`src/rtl/gt_sweep_pkg.sv`:
```
// Shared types, defaults and the golden reference for the greater-than sweep checker.
package gt_sweep_pkg;

    localparam int GT_W_DEFAULT      = 4;
    localparam int GT_SETTLE_DEFAULT = 2;
    // Width of the settle counter; SETTLE is limited to 0..15.
    localparam int GT_CNT_W          = 4;

    typedef enum logic [1:0] {
        IDLE = 2'd0,
        HOLD = 2'd1,
        DONE = 2'd2
    } state_t;

    // Golden unsigned greater-than. Operands are zero-extended by the caller.
    function automatic logic gt_ref(input logic [31:0] x, input logic [31:0] y);
        return x > y;
    endfunction

endpackage

```
`src/rtl/gt_sweep_gen.sv`:
```
// Vector and settle-window generator for the sweep checker.
// The operand pair is one 2W-bit counter: a is the low half (inner loop),
// b is the high half (outer loop). Each vector is held SETTLE extra cycles.
module gt_sweep_gen
    import gt_sweep_pkg::*;
#(
    parameter int W      = GT_W_DEFAULT,
    parameter int SETTLE = GT_SETTLE_DEFAULT
)
(
    input  logic         clk,
    input  logic         reset_n,
    input  logic         load,
    input  logic         run,
    output logic [W-1:0] a,
    output logic [W-1:0] b,
    output logic         sample,
    output logic         last
);

    logic [2*W-1:0]      vec;
    logic [GT_CNT_W-1:0] cnt;

    assign a      = vec[W-1:0];
    assign b      = vec[2*W-1:W];
    assign last   = &vec;
    assign sample = run && (cnt == '0);

    // Count down the settle window, then step to the next vector.
    // The final vector is held until the next load.
    always_ff @(posedge clk or negedge reset_n) begin
        if (!reset_n) begin
            vec <= '0;
            cnt <= '0;
        end else if (load) begin
            vec <= '0;
            cnt <= GT_CNT_W'(SETTLE);
        end else if (run) begin
            if (cnt != '0) begin
                cnt <= cnt - GT_CNT_W'(1);
            end else if (!last) begin
                vec <= vec + (2*W)'(1);
                cnt <= GT_CNT_W'(SETTLE);
            end
        end
    end

endmodule

```
`config.mk`:
```
export PLATFORM = sky130hd
export DESIGN_NAME = gt_sweep_gen
export DESIGN_NICKNAME = d
export VERILOG_FILES = /design/src/rtl/gt_sweep_pkg.sv /design/src/rtl/gt_sweep_gen.sv
export SDC_FILE = /design/constraint.sdc
export NUM_CORES = 1
export LEC_CHECK = 0
export BUFFER_PORTS_ARGS = -buffer_cell sky130_fd_sc_hd__buf_2
export CORE_MARGIN = 5
export CORE_UTILIZATION = 35
export CTS_BUF_LIST = sky130_fd_sc_hd__clkbuf_4 sky130_fd_sc_hd__clkbuf_8 sky130_fd_sc_hd__clkbuf_16
export CTS_CLUSTER_SIZE = 20
export DETAILED_ROUTE_END_ITERATION = 7
export GPL_TIMING_DRIVEN = 0
export PLACE_DENSITY = 0.54
export SLEW_MARGIN = 20
export SYNTH_ARGS = -nofsm -noshare
export SYNTH_HDL_FRONTEND = slang
export SYNTH_SLANG_ARGS = --single-unit
export TNS_END_PERCENT = 1
```
`constraint.sdc`:
```
create_clock -name clk -period 2.35 [get_ports clk]
set_input_delay 0.1175 -clock clk [delete_from_list [all_inputs] [get_ports clk]]
set_output_delay 0.1175 -clock clk [all_outputs]
set_load 0.01 [all_outputs]
```
==> reports/results.env <==
ROUTABILITYCONGESTION=0.7251
NUM_ANTENNA_CELLS=0
DRC_VIOLS=0
POWER.LEAKAGE_nW=0.3922
FINISH.UTILIZATION_PCT=43.29
SYNTH_TOP_AREA_SHARE_PCT=43.72
WORST_R2R_ENDPOINT='vec[3]$_DFFE_PN0P_'
POST-ROUTE-CELL-AREA_UM2=832.0
SETUP_VIOL=0
INITIAL_UTIL_PCT=35.74
SYNTHFLOPTYPE='sky130_fd_sc_hd__dfrtp_1'
RRSETUPSLACK_NS=0.56
USE_MET3_PCT=5.722
SEQ_AREA_FRAC_SYNTH_PCT=43.72
SYNTH_TOP_CELL_BY_AREA='sky130_fd_sc_hd__dfrtp_1'
DIE_WIDTH_UM=54.30
COREAREA_MM2=0.001922
NNETSFINAL=96
DIEHEIGHT_UM=54.30
DRV_CAP=0
NETLIST_AREA_UM2=686.9
MAPPEDNETLISTNETS=77
FINAL_ANTENNA_NET_COUNT=0
CTS.CLK_SLEW.WORST_PATHS_NS=0.08
YOSYS-TOP-CELLS-AREA='sky130_fd_sc_hd__dfrtp_1 (44%), sky130_fd_sc_hd__nor2_1 (6.6%), sky130_fd_sc_hd__ha_1 (5.5%)'
CTS_ROOT_BUF='sky130_fd_sc_hd__clkbuf_4'
CRIT_FAMILY='simple AND/OR/NAND/NOR gates'
DETAILROUTE.VIA_COUNT=569
PLACE.PORT_BUFFERS=13
GRT_ANTENNA_BEFORE_REPAIR=0
FMAX_MHz=560.2
POST_CTS_RESIZE_COUNT=0
POSTSYNTH.ASYNCRESETSHARE_PCT=100.0
TIMING.FINAL.HOLD_VIOLATIONS=0
POWER_DENSITY_mW_PER_MM2=530.2
YS_FF_LATCH=12
CLOCK_LATENCY_NS=0.27
FIN_SETUP_TNS_NS=0
CTS_INSERTED_BUFFERS=3
PIN_COUNT_OF_THE_BIGGEST_NET_ENTERING_GLOBAL_ROUTING=13
POST_ROUTE_CELLS_DRIVE_ABOVE_1_SHARE_PCT=26.14
PLACE_INST=110
HOLDCRITSTARTPOINT='load'
FP.DIEAREA_MM2=0.002948
ROUTED_WIRE_LENGTH_PER_INSTANCE_UM=12.12
CLOCK_TREE.BUFFER_DEPTH=2
MAXSLEWHEADROOM_PCT=66.79
FINALNONFILLERCELLS=115
MAXSLEWVIOLCOUNT=0
CRITPATHSLOWESTCELL='sky130_fd_sc_hd__or4_1'
TYPE_OF_ELEMENT_CAPTURING_THE_CRITICAL_PATH='flip-flop'
CRITICAL_PATH_PEAK_FANOUT=9
WORST_HOLD_PATH.NUM_CELLS=2
START_KIND='flip-flop'
WORSTHOLDPATHTYPE='input pin to flip-flop'
AVGVIACOUNTPERCELL=4.948
GR-MAX-USAGE-LAYER='met2'
SETUP.WORST_PATH.CLASS='flip-flop to flip-flop'
CP_DATA_ARRIVAL_TIME_NS=1.99
HOLD-PATH-ENDPOINT='cnt[1]$_DFFE_PN0P_'
SYNTH_ENABLE_FLOP_CELLS=0
FF2FF_PATH_DEPTH=6
SYNTH.DISTINCT_CELLS=28
ITERATION_0_DRC_MARKERS=6
GLOBALROUTEMET1UTIL_PCT=15.14
NUMCLOCKSINKS=12
YOSYS-TOP-CELLS-COUNT='sky130_fd_sc_hd__dfrtp_1 (12), sky130_fd_sc_hd__nor2_1 (12), sky130_fd_sc_hd__a21oi_1 (5), sky130_fd_sc_hd__nand2_1 (4)'
RSZ0062_AT_GRT='no'
GR_UTIL_ALL_LAYERS_PCT=12.45
WIRE_LENGTH_OF_THE_FIRST_GLOBAL_ROUTING_PASS_UM=2532
ROW_COUNT=16
DRT-PASS1-ITER-COUNT=4
WORSTPATHCELLLIST='inv_1, ha_1, and4bb_4, o21ai_4, or4_1, a21oi_1'
TOTAL_NUMBER_OF_YOSYS_WARNINGS=0
GLOBALROUTEOVERFLOWTOTAL=0
NUM_IO_PINS=14
CTS_HOLD_BUF=1
CTS_SETUP_BUFFERS=0
POST_SYNTH.CELL_AREA_AVG_UM2=9.813
ROUTE.FINAL.WIRE_LENGTH_UM=1394
POST_SYNTH_INST_COUNT=70
POST-ROUTE-MIN-PERIOD_NS=1.785
REQUIRED_NS=2.55
SLOWEST_DELAY_NS=0.47
FINALPOWER_mW=0.4411
TIGHTEST_SLEW_NS=0.4981
FINAL_MIN_PERIOD_OVER_CLOCK_PERIOD_PCT=75.96
IR_WORST_VDD_V=0.0002662
R2R-START='cnt[1]$_DFFE_PN0P_'
FIRST_GLOBAL_VIAS=570
AREA.GROWTH.SYNTH_TO_FINAL_PCT=21.13
HTREE_LEVELS=1
RUN_STATUS='finished, final reports clean'
TIMING.CLOCK.SKEW_NS=0.001146
CRITICAL_PATH_BUF_INV_COUNT=1
GRT_USE_MET2_PCT=18.92
DPL-INSTANCE-AREA_UM2=785.8
CTS_TREE='done'
## cell type report
| cell class | count | area (um2) |
|---|---|---|
| sequential | 12 | 300.3 |
| buffer | 1 | 3.754 |
| timing repair buffer | 14 | 75.07 |
| fill | 208 | 1090 |
| clock buffer | 4 | 36.28 |
| inverter | 3 | 11.26 |
| tap | 27 | 33.78 |
| multi-input combinational | 54 | 371.6 |
## registers in the layout, indices dropped and copies added, names as in the netlist
signal  flops
cnt         4
vec         8
## layer usage
metal,wire length [um],vias up
met4,20,0
met1,654,269
met2,639,13
met3,78,2
met5,0,-
li1,-,285
## kinds of logic (layout without fill, tap and decap cells)
group           after synthesis  count (layout)  synth area share [%]
simple gates                 33              33                 26.59
fa+ha+maj                     3               3                 5.465
compound gates               12              12                 13.66
xor+xnor                      3               3                 3.826
mux                           3               3                 4.554
buf+inv                       4              22                 2.185
flops                        12              12                 43.72
## report_power, final
part	switching, mW	internal [mW]	total [mW]	leakage [nW]
registers	0.00710	0.213	0.220	0.162
logic	0.0316	0.0233	0.0549	0.209
clock network	0.0716	0.0942	0.166	0.0210
total	0.110	0.331	0.441	0.392
## placed cells by master, fill, tap and decap left out, types with 2 or more instances in the layout
cell type,instances
sky130_fd_sc_hd__nor2_1,12
sky130_fd_sc_hd__o31ai_1,2
sky130_fd_sc_hd__or4_1,2
sky130_fd_sc_hd__buf_2,13
sky130_fd_sc_hd__nand2b_1,2
sky130_fd_sc_hd__nand2_1,4
sky130_fd_sc_hd__a21oi_1,5
sky130_fd_sc_hd__clkbuf_4,3
sky130_fd_sc_hd__nor3_1,3
sky130_fd_sc_hd__nand3_1,3
sky130_fd_sc_hd__dfrtp_1,12
sky130_fd_sc_hd__ha_1,3
sky130_fd_sc_hd__inv_1,3
sky130_fd_sc_hd__xor2_1,2
sky130_fd_sc_hd__mux2i_1,2
## metrics by stage
| stage | setup slack, ns | hold slack, ns |
|---|---|---|
| after floorplan | 0.6733 | -0.1781 |
| after global placement | 0.5946 | 0.01845 |
| after detailed placement | 0.5893 | 0.01448 |
| after CTS | 0.5643 | 0.07128 |
| after global routing | 0.4309 | 0.06976 |
| final | 0.5649 | 0.07263 |
## worst max-delay path by stage
stage	start	endpoint	slack, ns	depth (start not counted)
CTS	cnt[1]$_DFFE_PN0P_	vec[3]$_DFFE_PN0P_	0.56	6
finish	cnt[1]$_DFFE_PN0P_	vec[3]$_DFFE_PN0P_	0.56	6
detailed placement	cnt[1]$_DFFE_PN0P_	vec[3]$_DFFE_PN0P_	0.59	6
global route	cnt[1]$_DFFE_PN0P_	vec[3]$_DFFE_PN0P_	0.43	6
global placement	cnt[1]$_DFFE_PN0P_	vec[7]$_DFFE_PN0P_	0.59	6
floorplan	cnt[0]$_DFFE_PN0P_	vec[5]$_DFFE_PN0P_	0.67	6
Power figures use the tool's default switching activity.
